[src/rtl/conv2d_pkg.sv]
// rtl/conv2d_pkg.sv - register map, CTRL bit positions, field masks and run-state encoding
package conv2d_pkg;
    localparam int REG_CTRL   = 0;
    localparam int REG_CYCLES = 1;
    localparam int REG_SHAPE  = 2;
    localparam int REG_CHAN   = 3;
    localparam int REG_KW0    = 4;

    localparam int CTRL_START    = 0;
    localparam int CTRL_DONE     = 1;
    localparam int CTRL_MODE_LO  = 2;
    localparam int CTRL_MODE_HI  = 4;
    localparam int CTRL_LAYER_LO = 5;
    localparam int CTRL_LAYER_HI = 8;
    localparam int CTRL_CFG_ERR  = 9;

    localparam logic [31:0] SHAPE_MASK = 32'h001F_FFFF;
    localparam logic [31:0] CHAN_MASK  = 32'h000F_FFFF;
    localparam logic [31:0] KW_MASK    = 32'h0000_FFFF;

    typedef enum logic [1:0] {
        ST_IDLE = 2'd0,
        ST_RUN  = 2'd1,
        ST_DONE = 2'd2
    } run_state_e;
endpackage

[src/rtl/conv2d_ctrl_regfile.sv]
// rtl/conv2d_ctrl_regfile.sv - host/accelerator control register file with run-state FSM,
// saturating run-cycle counter and completion interrupt
module conv2d_ctrl_regfile
    import conv2d_pkg::*;
#(
    parameter int NUM_REGS = 16,
    parameter int KW_FIRST = 4,
    parameter int KW_LAST  = 12
) (
    input  logic                        i_clk,
    input  logic                        i_rst,
    input  logic [$clog2(NUM_REGS)-1:0] i_ctrl_addr,
    output logic [31:0]                 o_ctrl_data,
    input  logic                        i_ctrl_we,
    input  logic [31:0]                 i_ctrl_data,
    input  logic [$clog2(NUM_REGS)-1:0] i_host_addr,
    input  logic                        i_host_we,
    input  logic [31:0]                 i_host_wdata,
    input  logic                        i_host_re,
    output logic [31:0]                 o_host_rdata,
    output logic                        o_host_rvalid,
    output logic                        o_busy,
    output logic                        o_irq
);
    localparam int ADDR_W = $clog2(NUM_REGS);
    localparam int KW_N   = KW_LAST - KW_FIRST + 1;
    localparam logic [ADDR_W-1:0] A_CTRL     = ADDR_W'(REG_CTRL);
    localparam logic [ADDR_W-1:0] A_SHAPE    = ADDR_W'(REG_SHAPE);
    localparam logic [ADDR_W-1:0] A_CHAN     = ADDR_W'(REG_CHAN);
    localparam logic [ADDR_W-1:0] A_KW_FIRST = ADDR_W'(KW_FIRST);
    localparam logic [ADDR_W-1:0] A_KW_LAST  = ADDR_W'(KW_LAST);

    run_state_e        state_q;
    logic              start_q, done_q, cfg_err_q, busy_q, irq_q, host_rvalid_q;
    logic [2:0]        mode_q;
    logic [3:0]        layer_q;
    logic [31:0]       cycles_q, cycles_d, shape_q, chan_q;
    logic [31:0]       ctrl_rdata_q, host_rdata_q;
    logic [31:0]       kw_q [KW_N];
    logic [31:0]       rd_view [NUM_REGS];
    logic              host_in_kw, host_cfg_wr, host_ctrl_wr, accel_ctrl_wr;
    logic [ADDR_W-1:0] kw_idx;

    assign cycles_d      = (cycles_q == 32'hFFFF_FFFF) ? cycles_q : cycles_q + 32'd1;
    assign host_in_kw    = (i_host_addr >= A_KW_FIRST) && (i_host_addr <= A_KW_LAST);
    assign kw_idx        = i_host_addr - A_KW_FIRST;
    assign host_ctrl_wr  = i_host_we && (i_host_addr == A_CTRL);
    assign host_cfg_wr   = i_host_we && ((i_host_addr == A_CTRL) || (i_host_addr == A_SHAPE) ||
                                         (i_host_addr == A_CHAN) || host_in_kw);
    assign accel_ctrl_wr = i_ctrl_we && (i_ctrl_addr == A_CTRL);

    // Unmapped and reserved indices stay zero so both read ports return 0 there.
    always_comb begin
        for (int i = 0; i < NUM_REGS; i++) rd_view[i] = '0;
        rd_view[REG_CTRL]   = {22'd0, cfg_err_q, layer_q, mode_q, done_q, start_q};
        rd_view[REG_CYCLES] = cycles_q;
        rd_view[REG_SHAPE]  = shape_q;
        rd_view[REG_CHAN]   = chan_q;
        for (int i = 0; i < KW_N; i++) rd_view[KW_FIRST + i] = kw_q[i];
    end

    always_ff @(posedge i_clk or posedge i_rst) begin
        if (i_rst) begin
            state_q       <= ST_IDLE;
            start_q       <= 1'b0;
            done_q        <= 1'b0;
            cfg_err_q     <= 1'b0;
            busy_q        <= 1'b0;
            irq_q         <= 1'b0;
            host_rvalid_q <= 1'b0;
            mode_q        <= '0;
            layer_q       <= '0;
            cycles_q      <= '0;
            shape_q       <= '0;
            chan_q        <= '0;
            ctrl_rdata_q  <= '0;
            host_rdata_q  <= '0;
            for (int i = 0; i < KW_N; i++) kw_q[i] <= '0;
        end else begin
            irq_q         <= 1'b0;
            ctrl_rdata_q  <= rd_view[i_ctrl_addr];
            host_rvalid_q <= i_host_re;
            if (i_host_re) host_rdata_q <= rd_view[i_host_addr];

            case (state_q)
                ST_RUN: begin
                    cycles_q <= cycles_d;
                    if (host_cfg_wr) cfg_err_q <= 1'b1;
                    if (accel_ctrl_wr) begin
                        layer_q <= i_ctrl_data[CTRL_LAYER_HI:CTRL_LAYER_LO];
                        if (i_ctrl_data[CTRL_DONE]) begin
                            start_q <= 1'b0;
                            done_q  <= 1'b1;
                            irq_q   <= 1'b1;
                            busy_q  <= 1'b0;
                            state_q <= ST_DONE;
                        end
                    end
                end
                default: begin
                    if (host_ctrl_wr) begin
                        mode_q <= i_host_wdata[CTRL_MODE_HI:CTRL_MODE_LO];
                        if (i_host_wdata[CTRL_START]) begin
                            start_q  <= 1'b1;
                            done_q   <= 1'b0;
                            cycles_q <= '0;
                            busy_q   <= 1'b1;
                            state_q  <= ST_RUN;
                        end else begin
                            // Acknowledging done (wdata[1]=0) is what returns DONE to IDLE.
                            if (!i_host_wdata[CTRL_DONE]) begin
                                done_q  <= 1'b0;
                                state_q <= ST_IDLE;
                            end
                            if (!i_host_wdata[CTRL_CFG_ERR]) cfg_err_q <= 1'b0;
                        end
                    end
                    if (i_host_we && (i_host_addr == A_SHAPE)) shape_q <= i_host_wdata & SHAPE_MASK;
                    if (i_host_we && (i_host_addr == A_CHAN))  chan_q  <= i_host_wdata & CHAN_MASK;
                    if (i_host_we && host_in_kw)               kw_q[kw_idx] <= i_host_wdata & KW_MASK;
                end
            endcase
        end
    end

    assign o_ctrl_data   = ctrl_rdata_q;
    assign o_host_rdata  = host_rdata_q;
    assign o_host_rvalid = host_rvalid_q;
    assign o_busy        = busy_q;
    assign o_irq         = irq_q;
endmodule

[config.mk]
export PLATFORM = sky130hd
export DESIGN_NAME = conv2d_ctrl_regfile
export DESIGN_NICKNAME = d
export VERILOG_FILES = /design/src/rtl/conv2d_pkg.sv /design/src/rtl/conv2d_ctrl_regfile.sv
export SDC_FILE = /design/constraint.sdc
export NUM_CORES = 1
export LEC_CHECK = 0
export ABC_AREA = 1
export CAP_MARGIN = 20
export CELL_PAD_IN_SITES_DETAIL_PLACEMENT = 1
export CELL_PAD_IN_SITES_GLOBAL_PLACEMENT = 2
export CORE_ASPECT_RATIO = 0.9
export CORE_MARGIN = 5
export CORE_UTILIZATION = 37
export CTS_CLUSTER_DIAMETER = 40
export DETAILED_ROUTE_END_ITERATION = 16
export PLACE_DENSITY = 0.89
export SYNTH_ARGS = -nofsm -noshare
export SYNTH_HDL_FRONTEND = slang
export SYNTH_SLANG_ARGS = --single-unit
export TNS_END_PERCENT = 30
[constraint.sdc]
create_clock -name i_clk -period 27.7 [get_ports i_clk]
set_input_delay 8.31 -clock i_clk [delete_from_list [all_inputs] [get_ports i_clk]]
set_output_delay 8.31 -clock i_clk [all_outputs]
set_load 0.01 [all_outputs]
Word level (Yosys, flattened, before mapping)
Index checks and enable logic that the tools add are counted.
{ "word_totals": {"ff_bits": 439, "latch_bits": 0, "ram_bits": 0, "rom_bits": 0, "output_inout_bits": 67, "mem_count": 0} }
{ "classes": {"add_sub_neg": 2, "mul": 0, "n_div": 0, "order_cmp": 6, "eq_ne": 11, "n_shift": 0, "muxes": 38, "bitwise_logic": 4, "n_reduce_logical": 24} }
{ "op_table": {"columns": ["op", "n"], "rows": [
  ["$bwmux 288", 1],
  ["$mux 32", 9],
  ["$bmux 32 s4", 2],
  ["$demux 32 s4", 1],
  ["$add 32x1->32 const B", 1],
  ["$eq 32x32->1 const B", 1],
  ["$mux 1", 19],
  ["$ge 5x5->1 const B", 3],
  ["$not 4->5", 3],
  ["$mux 2", 6],
  ["$reduce_and 4->1", 3],
  ["$reduce_and 2->1", 5],
  ["$eq 4x2->1 const B", 2],
  ["$logic_and 1x1->1", 8],
  ["$logic_not 4->1", 2],
  ["$ne 2x2->1 const B", 4],
  ["$lt 5x1->1 const B", 1],
  ["$ge 4x3->1 const B", 1],
  ["$le 4x4->1 const B", 1],
  ["$ne 2x1->1 const B", 2],
  ["$reduce_bool 2->1", 2],
  ["$sub 4x3->4 const B", 1],
  ["$logic_or 1x1->1", 3],
  ["$ne 3x2->1 const B", 1],
  ["other kinds (3)", 3]
]} }

Depth between registers and ports, before layout
Gate-level depths: netlist of run 1.
{ "depth": {"word_depth": 7, "ltp_mapped": 10} }

Worst setup path before layout of run 1
No wires, ideal clock.
{ "synth_timing": {"kind": "input to register", "start": "input port i_ctrl_addr[1]", "end": "register ctrl_rdata_q[6], in the netlist o_ctrl_data[6]", "setup_ps": 69, "arrival_time_ps": 9315, "path_slack_ps": 18316, "path_stages": 7, "cell_sequence": "clkbuf_1 nor2_1 clkbuf_1 a22oi_1 nand2_1 nand2_1 nand3_1"} }
{ "synth_via": {"elab_chain_cells": 4} }
{ "synth_lines": {"columns": ["item", "line", "source"], "rows": [
  ["start: declaration", "conv2d_ctrl_regfile.sv:12", "input logic [$clog2(NUM_REGS)-1:0] i_ctrl_addr,"],
  ["$not 4->5 (not written as such)", "conv2d_ctrl_regfile.sv:81", "ctrl_rdata_q <= rd_view[i_ctrl_addr];"],
  ["$bmux 32 s4", "conv2d_ctrl_regfile.sv:81", null],
  ["$mux 32 (not written as such) (2 in series)", "conv2d_ctrl_regfile.sv:81", null],
  ["end signal: assignment", "conv2d_ctrl_regfile.sv:81", null],
  ["end: declaration", "conv2d_ctrl_regfile.sv:38", "logic [31:0] ctrl_rdata_q, host_rdata_q;"]
]} }
Every way passes these cells. The select of a mux whose other input is x is not followed.
A chain may end at the register's enable or synchronous reset.

Worst setup path after layout of run 1
{ "layout_timing": {"start": "input port i_ctrl_addr[2]", "end": "register ctrl_rdata_q[21], in the netlist o_ctrl_data[21]"} }
Same word-level chain as after synthesis.

==> reports/metrics.cfg, run 1 <==
[worst_setup_path]
reg2reg_slack_ns=25.03
worstReg2RegStart=state_q[1]
critPathLaunchType=primary input
arrival_ns=11.27
worstPathRequired_ns=28.17
critPathCaptureType=flip-flop
cpPeakStageDelay_ns=0.93
worstSetupPathType=in -> reg
r2r-end=kw_q[160]
r2r_cells=6
path_cells=clkdlybuf4s50_1, buf_4, nor2_2, clkinv_1, nor3_1
worst-path-buf-inv=3
crit_family=buffers and inverters
crit_path_max_fanout=32
slowest_stage=nor2_2

[yosys]
synth_top_area_cell=dfrtp_1
synth_commonest_cells=564 x nand2_1, 294 x dfrtp_1, 222 x o21ai_1
ys_ff_latch=294
yosysTopAreaCellShare=0.483
ys.flop_type=dfrtp_1
synth-edff-count=0
yosysUniqueCellTypes=41
syn_avg_cell_area_um2=7.69
yosys_warnings=0
synthCells=1981
yosys.cell_count.top_type=nand2_1
synth_nets=2059
synthTopCellsByArea=dfrtp_1 48%, nand2_1 14%, o21ai_1 7.3%, inv_1 4.3%, nor2_1 3.3%
async_flop_share=1.00
synth_area_um2=15200
seq_area_frac_synth=0.483

[floorplanning]
coreArea_um2=40600
boundaryPins=144
dieWidth_um=224
rows=70
die_y_um=203
initial_core_util=0.375
dieArea_um2=45300

[clock_network]
cts.htree.levels=2
clkTransAtPathRegs_ns=0.05
cts_hold_buf=0
cts_buffers=54
clockBufferDepth=3
post_cts_buffers=0
insertion_delay_ns=0.59
cts.repair.resized=0
cts_tree=built
cts.sinks=294
cts-root-buf=clkbuf_16

[routing]
routed_via_density=5.52
drt_wl_total_mm=58.3
wl_per_cell_um=22.2
drt_iter0_drc=1151
ant_nets=0
vias=14477
drc_errors=0
dr.pass1.iters=6

[place]
gp_congestion=0.857
io_buffers=105
placed_cell_area_um2=16600
hpwlAfterDp_mm=36.0

[timing]
setup_viol_count_final=0
hold_ws_ns=0.488
skew_ns=0.0121
rsz0062_at_grt=false
fmax_mhz=92.5
slew_headroom=0.221
period_minus_slack_ns=10.81
worst_pin_slew_ns=1.17
finalCritPeriodShare=0.390
hold_viol_final=0
slew_viol_final=0
setup_tns_ns=0

[power_and_ir_drop]
power.share.sequential=0.369
p_int_uw=1120
ir_drop_v=0.0000545
pwr-share-clk=0.452
p_per_area_nw_per_um2=87.2
switchingPower_uw=501
finalPower_uw=1620
switching_share=0.309
p_comb_frac=0.180
p_leak_uw=0.00847

[grt]
grt_max_degree=125
gr-total-overflow=0
track_usage=0.254
grt_pass1_wl_mm=90.2
grt_pass1_vias=15139
antenna_found_initial=0

[layout]
final_nets=2118
finalInstanceArea_um2=18600
fillers=4931
layout-drive-gt1-share=0.0954
antenna_cells=0
layout-area-overhead-vs-synth_pct=22.1

[min_path]
whs_path_depth=2
hold_path_class=reg -> reg
min_from=kw_q[39]
min_to=kw_q[39]

[run_status]
status=completed

[run]
cap_violations=0

[sequential cells by signal, summed over array words and instances (netlist names)]
| name | count |
|---|---|
| cfg_err_q | 1 |
| chan_q | 20 |
| cycles_q | 32 |
| kw_q | 144 |
| layer_q | 4 |
| mode_q | 3 |
| o_busy | 1 |
| o_ctrl_data | 32 |
| o_host_rdata | 32 |
| o_host_rvalid | 1 |
| o_irq | 1 |
| shape_q | 21 |
| state_q | 2 |
[power groups by stage]
stage / logic (µW) / clock network (µW) / registers, µW
5_1_grt: 326 / 760 / 608
4_1_cts: 292 / 741 / 596
6_report: 291 / 732 / 598
2_1_floorplan: 198 / 0 / 580
3_3_place_gp: 277 / 0 / 595
3_5_place_dp: 288 / 0 / 600
[worst max-delay path by stage]
stage          slack (ns)              end      startpoint  depth (start not counted)
2_1_floorplan       11.27        cfg_err_q           i_rst                          1
3_3_place_gp        16.43       chan_q[17]  i_host_addr[1]                          6
3_5_place_dp        16.31        chan_q[2]  i_host_addr[1]                          6
4_1_cts             16.87       chan_q[19]  i_host_addr[1]                          6
5_1_grt             16.87  o_ctrl_data[29]  i_ctrl_addr[2]                          5
6_report            16.89  o_ctrl_data[21]  i_ctrl_addr[2]                          5
[stage by stage]
| step | utilization | std cells | setup slack (ns) |
|---|---|---|---|
| after detailed placement | 0.408 | 2523 | 16.31 |
| after global placement | 0.408 | 2523 | 16.43 |
| after CTS | 0.457 | 2624 | 16.87 |
| final | 0.458 | 2625 | 16.89 |
| after global routing | 0.458 | 2625 | 16.87 |
| after floorplan | - | 1981 | 11.27 |
[tightest hold or removal path: cells and delay by family (launching register included)]
kind	cells	cell delay [ns]
flops	1	0.34
compound gates	1	0.06
simple gates	1	0.05
[layer usage]
metal,GRT usage,vias up,part of all wire
met3,0.0444,110,0.061
li1,-,6620,-
met4,0.0801,0,0.028
met5,0,-,0
met1,0.337,7306,0.43
met2,0.427,441,0.48
[cells by family (layout without fill, tap and decap cells)]
logic type	after synthesis	after routing	share of synthesized area
flops	294	294	0.483
compound gates	495	495	0.179
xor+xnor	10	10	0.00575
simple gates	869	869	0.246
buf+inv	311	415	0.0852
mux	1	1	0.000739
fa+ha+maj	1	1	0.000821
[final cells by class]
cell class / instances / area, µm² / area share
flip-flops and latches: 294 / 7360 / 0.396
multi-input cells: 1376 / 6610 / 0.356
clock buffers: 72 / 1530 / 0.0824
repair buffers: 129 / 1240 / 0.0667
inverters: 185 / 702 / 0.0377
well taps: 540 / 676 / 0.0363
clock inverters: 29 / 477 / 0.0256
[layout by cell type (no fill, tap or decap), types with 3 or more instances in the layout]
cell and n:
nand2_1 564, dfrtp_1 294, o21ai_1 222, inv_1 171
nor2_1 131, clkdlybuf4s50_1 103, o21ai_0 98, nand3_1 85
a21oi_1 76, clkbuf_16 57, a22oi_1 40, nand3_2 30
buf_4 23, o22ai_1 20, nand4_1 15, o211ai_1 15
o21ai_2 15, nor3_1 14, bufinv_16 12, inv_2 11
clkbuf_1 10, nor2_2 8, xor2_1 7, clkinv_2 7
nor2_4 6, nand2_2 5, o221ai_1 5, clkinvlp_4 5
clkbuf_8 5, nand3b_1 4, nand2_4 3, xnor2_1 3
clkinv_4 3
(Power assumes the default switching activity.)
==> run 2, diff against run 1 <==
CORE_UTILIZATION = 31   (was 37)
PLACE_DENSITY = 0.8   (was 0.89)
clock period = 9.2 ns   (was 27.7 ns; I/O delays follow)
==> reports/metrics.cfg, run 2 (synthesis results as in run 1) <==
[run_status]
status=completed

[floorplanning]
boundaryPins=144
coreArea_um2=48800
initial_core_util=0.312
dieArea_um2=53700
die_y_um=220
rows=77
dieWidth_um=244

[timing]
skew_ns=0.0275
period_minus_slack_ns=5.35
hold_viol_final=0
finalCritPeriodShare=0.581
setup_viol_count_final=0
setup_ws_ns=3.85
rsz0062_at_grt=false
slew_viol_final=0
setup_tns_ns=0
fmax_mhz=187
worst_pin_slew_ns=1.16
slew_headroom=0.223

[clock_network]
clkTransAtPathRegs_ns=0.05
cts.repair.resized=0
cts.htree.levels=2
cts_buffers=52
cts_hold_buf=0
clockBufferDepth=3
cts.sinks=294
post_cts_buffers=0
cts-root-buf=clkbuf_16
cts_tree=built
insertion_delay_ns=0.60

[routing]
routed_via_density=5.28
drt_iter0_drc=1048
wl_per_cell_um=22.0
drt_wl_total_mm=59.5
ant_nets=0
vias=14306
drc_errors=0
dr.pass1.iters=5

[grt]
antenna_found_initial=0
grt_pass1_vias=14990
track_usage=0.221
gr-total-overflow=0
grt_max_degree=169
grt_pass1_wl_mm=91.4

[layout]
antenna_cells=0
mostFrequentLayoutCells=564 x nand2_1, 294 x dfrtp_1, 222 x o21ai_1
layout-drive-gt1-share=0.0976
layout-area-overhead-vs-synth_pct=21.9
largest_register_ffs=144
largest_register=kw_q
final_common_cell=nand2_1
final_nets=2116

[worst_setup_path]
reg2reg_slack_ns=6.31
worstPathRequired_ns=9.62
crit_path_max_fanout=32
arrival_ns=5.76
r2r_cells=7
critPathCaptureType=flip-flop
cp.depth=6
worst-path-buf-inv=2
path_cells=clkdlybuf4s50_1, inv_1, nor2_4, nand3_2, nand2_1, o21ai_1
crit_family=simple AND/OR/NAND/NOR gates
slowest_stage=nand3_2
worstSetupPathType=in -> reg
critPathLaunchType=primary input
cpPeakStageDelay_ns=1.13

[power_and_ir_drop]
ir_drop_v=0.0000947
p_leak_uw=0.00838
p_per_area_nw_per_um2=251

[place]
gp_congestion=0.873
io_buffers=105
hpwlAfterDp_mm=37.1
post-place-ws_ns=3.28

[min_path]
hold_path_class=reg -> reg
whs_path_depth=2

[run]
cap_violations=0

[run 2: changes by cell type in the layout (fill, tap and decap cells not counted), sizes merged]
cell,before,now
bufinv,12,6
clkbuf,72,58
clkinv,12,13
clkinvlp,5,9
inv,185,194
[run 2: report_power, final]
group	leakage, µW	internal [µW]	total, µW	switching (µW)
combinational	0.00373	319	871	552
clock	0.000872	1270	2000	736
sequential	0.00378	1550	1790	242
total	0.00838	3140	4670	1530
[run 2: through the flow]
step / utilization / cell area [µm²] / power, µW / hold WS (ns) / instances
final: 0.380 / 18600 / 4670 / 0.488 / 2711
after global routing: 0.380 / 18600 / 4910 / 0.509 / 2711
after CTS: 0.379 / 18500 / 4710 / 0.492 / 2709
after detailed placement: 0.342 / 16700 / 2680 / 0.478 / 2614
after global placement: 0.342 / 16700 / 2630 / 0.472 / 2613
after floorplan: - / 15200 / 2340 / 0.459 / 1981
[run 2: tightest hold or removal path, stage by stage (launching register included)]
cell,delay (ns)
dfrtp_1,0.34
nand2_1,0.05
o21ai_1,0.06
[run 2: cell type report]
type	count	area (µm²)
clock buffers	58	1390
flip-flops and latches	294	7360
clock inverters	37	430
well taps	632	791
inverters	185	698
multi-input cells	1376	6630
repair buffers	129	1290
fillers	5788	30300
[run 2: per-layer routing]
layer	wire length, µm	vias up	part of all wire	global-route usage
li1	-	6619	-	-
met1	26400	7160	0.44	0.290
met2	28100	403	0.47	0.375
met3	3170	124	0.053	0.0344
met4	1900	0	0.032	0.0780
met5	0	-	0	0
[run 2: path summary, 6_finish.rpt]
kind,from,to
worst min register to register,kw_q[170],kw_q[170]
worst min-delay path,kw_q[170],kw_q[170]
min in group asynchronous,i_rst,kw_q[78]
worst max-delay path,i_host_addr[3],kw_q[79]
max in group asynchronous,i_rst,kw_q[131]
worst max register to register,state_q[1],shape_q[20]
==> run 3, diff against run 2 <==
clock period = 4.9 ns   (was 9.2 ns; I/O delays follow)
==> reports/metrics.cfg, run 3 (synthesis results as in run 1) <==
[run_status]
status=completed

[timing]
slew_headroom=0.288
worst_pin_slew_ns=1.07
skew_ns=0.0186
setup_viol_count_final=0
period_minus_slack_ns=3.71
finalCritPeriodShare=0.757
fmax_mhz=270
setup_ws_ns=1.19
hold_viol_final=0
rsz0062_at_grt=false
slew_viol_final=0

[clock_network]
cts_tree=built
cts_buffers=53
clkTransAtPathRegs_ns=0.05
cts-root-buf=clkbuf_16
clockBufferDepth=3
cts.htree.levels=2
insertion_delay_ns=0.59
cts.repair.resized=0
post_cts_buffers=0
cts_hold_buf=0
cts.sinks=294

[grt]
grt_max_degree=94
antenna_found_initial=1
gr-total-overflow=0
grt_pass1_wl_mm=91.2
grt_pass1_vias=14920
track_usage=0.219

[routing]
drt_wl_total_mm=59.2
drc_errors=0
vias=14248
drt_iter0_drc=1022
wl_per_cell_um=21.6
routed_via_density=5.19
ant_nets=0
dr.pass1.iters=5

[layout]
final_common_cell=nand2_1
mostFrequentLayoutCells=564 x nand2_1, 294 x dfrtp_1, 222 x o21ai_1
fillers=5837
layout-area-overhead-vs-synth_pct=23.0
utilization=0.384
layout-drive-gt1-share=0.109
largest_register=kw_q
largest_register_ffs=144
final_nets=2143

[worst_setup_path]
cpPeakStageDelay_ns=0.70
crit_family=buffers and inverters
worst-path-buf-inv=3
worstPathRequired_ns=5.34
critPathMostFrequentCell=nand2_1
crit_path_max_fanout=23
critPathLaunchType=primary input
worstSetupPathType=in -> reg
slowest_stage=clkdlybuf4s50_1
path_cells=clkdlybuf4s50_1, nand2_1, inv_2, nand3_2, buf_4, nand2_1, o21ai_1
arrival_ns=4.15
critPathCaptureType=flip-flop

[floorplanning]
boundaryPins=144
dieArea_um2=53700
rows=77
dieWidth_um=244
initial_core_util=0.312
coreArea_um2=48800
die_y_um=220

[place]
hpwlAfterDp_mm=40.0
io_buffers=105
post-place-ws_ns=0.616
gp_congestion=0.879

[power_and_ir_drop]
finalPower_uw=8760
p_per_area_nw_per_um2=467
ir_drop_v=0.000210
p_leak_uw=0.00850

[min_path]
hold_path_class=reg -> reg

[run]
cap_violations=0

run 3: cell types whose count changed in the layout (fill, tap and decap cells not counted), sizes merged:
cell / change
buf: +26
clkinv: +4
diode: +1
clkbuf: +4
bufinv: -2
inv: -1
run 3: worst paths after layout:
path	startpoint	depth (start not counted)	slack, ns	endpoint
min in group asynchronous	i_rst	2	1.26	o_host_rdata[18]
worst min register to register	kw_q[40]	2	0.49	kw_q[40]
worst max register to register	state_q[1]	10	2.31	cycles_q[7]
worst min-delay path	kw_q[40]	2	0.49	kw_q[40]
worst max-delay path	i_host_addr[1]	7	1.19	kw_q[75]
max in group asynchronous	i_rst	3	2.77	kw_q[106]
run 3: final cells by class:
class | count | area, µm² | share of cell area
multi-input cells | 1376 | 6610 | 0.353
clock buffers | 62 | 1430 | 0.0764
diodes | 1 | 2.50 | 0.000134
flip-flops and latches | 294 | 7360 | 0.392
repair buffers | 155 | 1470 | 0.0782
well taps | 632 | 791 | 0.0422
clock inverters | 38 | 384 | 0.0205
inverters | 185 | 698 | 0.0372
run 3: worst min-delay path, delay by kind of cell, from the launching register on:
| family | cells | cell delay [ns] |
|---|---|---|
| flops | 1 | 0.34 |
| compound gates | 1 | 0.06 |
| simple gates | 1 | 0.05 |
run 3: where the power goes:
part	internal, µW	switching [µW]	total (µW)
clock network	2340	1410	3750
registers	2910	444	3360
logic	611	1050	1660
total	5860	2900	8760
run 3: metal layers:
| layer | GRT usage | vias up | part of all wire |
|---|---|---|---|
| li1 | - | 6675 | - |
| met1 | 0.286 | 7044 | 0.44 |
| met2 | 0.367 | 404 | 0.47 |
| met3 | 0.0446 | 125 | 0.059 |
| met4 | 0.0763 | 0 | 0.031 |
| met5 | 0 | - | 0 |
run 3: stage by stage:
| stage | hold WS, ns | instance area [µm²] | std cells | setup TNS [ns] |
|---|---|---|---|---|
| after floorplan | 0.459 | 15200 | 1981 | -139.10 |
| after global placement | 0.472 | 16900 | 2642 | 0 |
| after detailed placement | 0.478 | 16900 | 2642 | 0 |
| after CTS | 0.492 | 18700 | 2742 | 0 |
| after global routing | 0.511 | 18700 | 2742 | 0 |
| final | 0.486 | 18700 | 2743 | 0 |
